===== src/rtl/fetch_stage.sv =====
// Instruction fetch stage: keeps one imem request in flight, absorbs hazard stalls
// and redirects, and feeds the IF/ID pipeline register.
module fetch_stage #(
  parameter logic [31:0] RESET_PC  = 32'h0000_0000,
  parameter logic [31:0] NOP_INSTR = 32'h0000_0013
) (
  input  logic        clk,
  input  logic        reset,
  input  logic        stallF,
  input  logic        stallD,
  input  logic        flushD,
  input  logic        PCSrcE,
  input  logic [31:0] PCTargetE,
  output logic        imem_req,
  output logic [31:0] imem_addr,
  input  logic        imem_valid,
  input  logic [31:0] imem_rdata,
  output logic [31:0] InstrD,
  output logic [31:0] PCD,
  output logic [31:0] PCPlus4D,
  output logic        validD,
  output logic        fetch_busy
);

  localparam logic [1:0] FETCH   = 2'd0;
  localparam logic [1:0] WAIT    = 2'd1;
  localparam logic [1:0] HOLD    = 2'd2;
  localparam logic [1:0] DISCARD = 2'd3;

  logic [1:0]  stateReg, stateNext;
  logic [31:0] pcReg, pcNext;
  logic [31:0] holdReg, holdNext;
  logic        deliver;
  logic [31:0] deliverWord;
  logic [31:0] pcPlus4;

  assign pcPlus4 = pcReg + 32'd4;

  always_comb begin
    stateNext   = stateReg;
    pcNext      = pcReg;
    holdNext    = holdReg;
    deliver     = 1'b0;
    deliverWord = imem_rdata;
    case (stateReg)
      FETCH: begin
        if (PCSrcE) pcNext = PCTargetE;
        else if (!stallF) stateNext = WAIT;
      end
      WAIT: begin
        if (imem_valid) begin
          if (PCSrcE) begin
            pcNext    = PCTargetE;
            stateNext = FETCH;
          end else if (!stallD) begin
            deliver   = 1'b1;
            pcNext    = pcPlus4;
            stateNext = FETCH;
          end else begin
            holdNext  = imem_rdata;
            stateNext = HOLD;
          end
        end else if (PCSrcE) begin
          // Response still in flight for the old path; it must be swallowed.
          pcNext    = PCTargetE;
          stateNext = DISCARD;
        end
      end
      HOLD: begin
        if (PCSrcE) begin
          pcNext    = PCTargetE;
          stateNext = FETCH;
        end else if (!stallD) begin
          deliver     = 1'b1;
          deliverWord = holdReg;
          pcNext      = pcPlus4;
          stateNext   = FETCH;
        end
      end
      DISCARD: begin
        if (PCSrcE) pcNext = PCTargetE;
        if (imem_valid) stateNext = FETCH;
      end
      default: stateNext = FETCH;
    endcase
  end

  always_ff @(posedge clk or posedge reset) begin
    if (reset) begin
      stateReg <= FETCH;
      pcReg    <= RESET_PC;
      holdReg  <= 32'd0;
    end else begin
      stateReg <= stateNext;
      pcReg    <= pcNext;
      holdReg  <= holdNext;
    end
  end

  // IF/ID register: flush beats stall beats delivery; anything else is a bubble.
  always_ff @(posedge clk or posedge reset) begin
    if (reset) begin
      InstrD   <= NOP_INSTR;
      PCD      <= 32'd0;
      PCPlus4D <= 32'd0;
      validD   <= 1'b0;
    end else if (flushD) begin
      InstrD   <= NOP_INSTR;
      PCD      <= 32'd0;
      PCPlus4D <= 32'd0;
      validD   <= 1'b0;
    end else if (stallD) begin
      InstrD   <= InstrD;
      PCD      <= PCD;
      PCPlus4D <= PCPlus4D;
      validD   <= validD;
    end else if (deliver) begin
      InstrD   <= deliverWord;
      PCD      <= pcReg;
      PCPlus4D <= pcPlus4;
      validD   <= 1'b1;
    end else begin
      InstrD   <= NOP_INSTR;
      PCD      <= 32'd0;
      PCPlus4D <= 32'd0;
      validD   <= 1'b0;
    end
  end

  assign imem_req   = (stateReg == FETCH) & ~stallF & ~PCSrcE & ~reset;
  assign imem_addr  = pcReg;
  assign fetch_busy = (stateReg == FETCH) | (stateReg == DISCARD) |
                      ((stateReg == WAIT) & ~imem_valid);

endmodule


===== config.mk =====
export PLATFORM = sky130hd
export DESIGN_NAME = fetch_stage
export DESIGN_NICKNAME = d
export VERILOG_FILES = /design/src/rtl/fetch_stage.sv
export SDC_FILE = /design/constraint.sdc
export NUM_CORES = 1
export LEC_CHECK = 0
export BUFFER_PORTS_ARGS = -buffer_cell sky130_fd_sc_hd__buf_2
export CORE_ASPECT_RATIO = 1.25
export CORE_UTILIZATION = 30
export DETAILED_ROUTE_END_ITERATION = 10
export GPL_TIMING_DRIVEN = 0
export SYNTH_ARGS = -nofsm -noshare
export SYNTH_HDL_FRONTEND = slang
export SYNTH_SLANG_ARGS = --single-unit

===== constraint.sdc =====
create_clock -name clk -period 6.3 [get_ports clk]
set_clock_uncertainty 0.2 [all_clocks]
set_input_delay 0.315 -clock clk [delete_from_list [all_inputs] [get_ports clk]]
set_output_delay 0.315 -clock clk [all_outputs]
set_load 0.02 [all_outputs]

# Word-level counts from Yosys, hierarchy flattened

Index checks and enable logic that the tools add are counted.

Memory bits (read-only): 0
Latch bits: 0
Memories: 0
Bits in writable memories: 0
Register bits after elaboration: 163
Output and inout bits: 131
Logic and storage cells: 64
Bits of input ports: 71

$mul: 0
Shift-type cells: 0
$lt $le $gt $ge: 0
Bitwise logic cells: 10
Equality and inequality tests: 9
Divide/modulo/power cells: 0
Multiplexer cells: 33
Reduce and logical (&&, ||, !) cells: 4
Add/subtract/negate cells: 1

Operators with widths:

| operator                | count |
|---|---|
| $mux W32                | 15 |
| $pmux W32 S3            | 1 |
| $add A32 B3 Y32 const B | 1 |
| $mux W2                 | 9 |
| $pmux W2 S4             | 1 |
| $mux W1                 | 6 |
| $ne A2 B2 Y1 const B    | 3 |
| $ne A3 B3 Y1 const B    | 2 |
| $reduce_and A5 Y1       | 1 |
| $and A1 B1 Y1           | 4 |
| $eq A2 B2 Y1 const B    | 2 |
| $not A1 Y1              | 4 |
| $reduce_and A4 Y1       | 1 |
| $eq A2 B1 Y1 const B    | 1 |
| $logic_not A2 Y1        | 1 |
| $ne A2 B1 Y1 const B    | 1 |
| $or A1 B1 Y1            | 2 |
| $pmux W1 S2             | 1 |
| $reduce_or A2 Y1        | 1 |

# Depth between registers and ports, before layout

Depth in word-level cells: 7
Depth in mapped cells: 9
Depth with buffers taken out: 7

# Worst setup path after synthesis

Ideal clock, no wire load.

Kind: flip-flop to flip-flop
Start point: register pcReg[2], in the netlist imem_addr[2]
End point: register pcReg[24], in the netlist imem_addr[24]
Setup slack: 3.825 ns
Library setup time: 0.124 ns
Buffers on the path: 1
Data arrival time: 2.151 ns
Stages on the path, launching flop included: 8
Required time: 5.976 ns
Period minus slack after synthesis: 2.475 ns
Cell sequence: dfrtp_1 -> ha_1 -> clkbuf_1 -> nand2_1 -> or4_4 -> o31a_1 -> o21ai_1 -> a21oi_1

Cells in the longest elaborated chain, start to end: 5

Ends and longest elaborated chain:

| item                   | line   | text |
|---|---|---|
| from (decl)            | 31     | `logic [31:0] pcReg, pcNext;` |
| from (signal assigned) | 95     | `pcReg <= pcNext;` |
| $add A32 B3 Y32 *      | 37     | `assign pcPlus4 = pcReg + 32'd4;` |
| $mux W32 *             | 55, 73 |  |
| $mux W32 *             | 70     | `if (PCSrcE) begin` |
| $mux W32               | 51     | `if (imem_valid) begin` |
| $pmux W32 S3 *         | 45     | `case (stateReg)` |
| via pcNext[24]         | 31     |  |

Mark *: on every way through the listed nets, which the timed path passes. The rest lies on a longest branch.
A chain may end at the register's enable or synchronous reset.

# Worst setup path after layout

Start point: register stateReg[1]
End point: register pcReg[9], in the netlist imem_addr[9]

Cells in the longest elaborated chain, start to end: 3
Elaborated cells on any way between the ends: 6
Classes of those cells: eq/ne (3); mux (1); reduce/logical (2)

Ends and longest elaborated chain:

| item                                                    | line | text |
|---|---|---|
| from (decl)                                             | 30   | `logic [1:0] stateReg, stateNext;` |
| from (signal assigned)                                  | 94   | `stateReg <= stateNext;` |
| $eq A2 B2 Y1 / $logic_not A2 Y1 (equally long branches) | 45   |  |
| $reduce_or A2 Y1 (no source line)                       | --   |  |
| $pmux W32 S3 *                                          | 45   |  |
| via pcNext[9]                                           | 31   |  |

Marked as above.

==> impl_metrics.yaml <==
outcome:
  status: "finished, final reports clean"
global_routing:
  grt_pass1_vias: 6431
  grt_max_degree: 111
  globalRouteTotalUtil: 0.197
  antenna_found_initial: 1
  grt_overflow: 0
  grt_pass1_wl_um: 37300
yosys:
  synth_fa_ha_area_frac: 0.00837
  yosysWarningCount: 0
  async_flop_share: 1.00
  synth_area_um2: 7480
  synth_edf_count: 0
  synth_xor_area_frac: 0.0316
  synth-simple-area-share: 0.122
  synth_top_family_by_area: "compound AO/OA/AOI/OAI gates"
  netlist_instances: 700
  synth_area_per_cell_um2: 10.7
  synth_mux_area_frac: 0.109
  synth_compound_area_frac: 0.157
  ys_seq_elements: 161
  synth_cell_types: 56
  synth_nets: 776
  ys.flop_type: "dfrtp_1"
  seq_area_frac_synth: 0.539
power_and_ir_drop:
  switching_power_mw: 1.44
  internal-power_mw: 2.41
  irDropWorstVdd_mv: 0.214
  p_leak_nw: 5.00
  combPwrFrac: 0.321
  clockPowerShare: 0.293
  cellPowerDensity_nw_per_um2: 378
  p_sw_frac: 0.373
  p_seq_frac: 0.386
final_layout:
  syn2layout_area_growth_pct: 36.1
  drive_above_1_share: 0.292
  mostFrequentLayoutCells: "buf_2, dfrtp_1, nand2_1"
  final_net_count: 1058
  stdcell_count: 1327
  final_common_cell: "buf_2"
  finish.utilization: 0.415
worst_setup_path:
  reg2reg_to: "imem_addr[9]$_DFF_PP0_"
  timing.rr.start: "stateReg[1]$_DFFE_PP0P_"
  cp.arrival_ns: 3.42
  rrSetupSlack_ns: 2.98
  path_class: "flip-flop to flip-flop"
  end_kind: "flip-flop"
  reg2reg_depth: 9
  worstPathMaxFanout: 10
  crit_required_ns: 6.40
  startpoint: "stateReg[1]$_DFFE_PP0P_"
  cp-start-kind: "flip-flop"
  endpoint: "imem_addr[9]$_DFF_PP0_"
floorplanning:
  die_height_um: 179
  start_util: 0.305
  coreArea_um2: 24500
  die_area_um2: 25600
  dieWidth_um: 143
  num_rows: 64
  ios: 202
cts:
  cts.htree.levels: 4
  cts_setup_buffers: 0
  clock_sinks: 161
  path_clk_slew_ns: 0.06
  cts_resized: 0
  root_buffer: "clkbuf_16"
  cts_buffers: 17
  clk_latency_ns: 0.43
  clock_path_buffers: 2
  cts_tree: "done"
sta:
  setup_violations: 0
  rsz0062_at_grt: "no"
  relSlewSlack: 0.330
  post-route-min-period_ns: 3.32
  hold_violations: 0
  tightest_slew_ns: 0.997
  slew_violations: 0
  fmax_ghz: 0.301
  fin_crit_sh: 0.527
drt:
  drt_wl_total_um: 24500
  route.detailed.drc: 0
  vias: 6477
  drt_iter0_markers: 316
  wire_per_inst_um: 18.5
  drtPass1Iterations: 6
  ant_nets: 0
  vias_per_cell: 4.88
flow_run:
  drv_cap: 0
min_path:
  hold_class: "primary input to flip-flop"
  worstHoldPathCells: 3
place:
  dp.cells: 1231
  gp_congestion: 0.868
  dp_hpwl_um: 17400
  port_buffers: 200
worst min-delay path by stage:
stage	from	endpoint	slack, ns
5_1_grt	PCTargetE[5]	imem_addr[5]$_DFF_PP0_	0.03
3_3_place_gp	InstrD[14]$_DFFE_PP0P_	InstrD[14]$_DFFE_PP0P_	0.26
2_1_floorplan	PCTargetE[11]	imem_addr[11]$_DFF_PP0_	0.23
6_report	PCTargetE[5]	imem_addr[5]$_DFF_PP0_	0.03
3_5_place_dp	reset	PCPlus4D[31]$_DFFE_PP0P_	0.20
4_1_cts	PCTargetE[5]	imem_addr[5]$_DFF_PP0_	0.02
power groups by stage:
stage / logic (mW) / clock network (mW) / registers, mW
3_3_place_gp: 1.19 / 0 / 1.50
2_1_floorplan: 0.658 / 0 / 1.60
6_report: 1.24 / 1.13 / 1.49
3_5_place_dp: 1.21 / 0 / 1.50
5_1_grt: 1.34 / 1.19 / 1.52
4_1_cts: 1.24 / 1.15 / 1.49
sequential cells by signal (all words and copies together) (netlist names):
register / count
InstrD: 32
PCD: 32
holdReg: 32
imem_addr: 32
PCPlus4D: 30
stateReg: 2
validD: 1
logic make-up (layout without fill, tap and decap cells):
family                   count (synthesis)  after routing
flip-flops                             161            161
AND/OR/NAND/NOR                        187            187
buffers and inverters                   59            354
adder cells (fa/ha/maj)                  5              5
AO/OA/AOI/OAI                          184            184
multiplexers                            77             77
other                                    0              2
XOR/XNOR                                27             27
Yosys cell counts (9+ instances only):
| library cell | instances | share of area |
|---|---|---|
| dfrtp_1 | 158 | 0.53 |
| nand2_1 | 100 | 0.050 |
| o21ai_0 | 56 | 0.037 |
| mux2i_1 | 42 | 0.056 |
| mux2_2 | 35 | 0.053 |
| a22o_1 | 34 | 0.040 |
| clkbuf_1 | 33 | 0.017 |
| o21ai_1 | 28 | 0.019 |
| nor2_1 | 25 | 0.013 |
| a21oi_1 | 21 | 0.014 |
| xor2_1 | 18 | 0.021 |
| nand3_1 | 17 | 0.011 |
| buf_2 | 13 | 0.0087 |
| nand4_1 | 9 | 0.0075 |
| xnor2_1 | 9 | 0.011 |
stage by stage:
stage | setup WS, ns | power (mW) | hold WS, ns | area, µm² | setup TNS [ns]
5_1_grt | 2.78 | 4.06 | 0.0300 | 10200 | 0
3_3_place_gp | -0.805 | 2.69 | 0.256 | 8890 | -126.54
2_1_floorplan | 1.44 | 2.26 | 0.230 | 7480 | 0
4_1_cts | 3.02 | 3.88 | 0.0189 | 10200 | 0
3_5_place_dp | 3.13 | 2.71 | 0.199 | 8930 | 0
6_report | 2.98 | 3.85 | 0.0330 | 10200 | 0
layout make-up:
type | count | area, µm²
diodes | 2 | 5.00
repair buffers | 263 | 1650
inverters | 7 | 33.8
multi-input cells | 480 | 3200
fillers | 2442 | 14300
well taps | 330 | 413
plain buffers | 52 | 219
flip-flops and latches | 161 | 4030
clock inverters | 12 | 181
clock buffers | 20 | 447
timing repair:
item | CTS | global route
setup endpoints to repair | 0 | 0
endpoints found under the hold margin | 131 | 0
hold buffers | 62 | 0
metal layers:
metal,global-route usage,routed length (µm),vias up
li1,-,-,3089
met1,0.253,11000,3169
met2,0.328,11900,190
met3,0.0360,1120,29
met4,0.0705,526,0
met5,0,0,-
critical path, cell delays in order, from the launching register on:
cell,delay [ns]
dfrtp_1,0.41
inv_1,0.10
ha_1,0.14
buf_2,0.21
mux2i_1,0.45
nor2_1,0.20
nor3_1,0.80
buf_2,0.42
o21ai_0,0.14
o311ai_0,0.11
No activity file was read; power rests on OpenSTA's default activity.
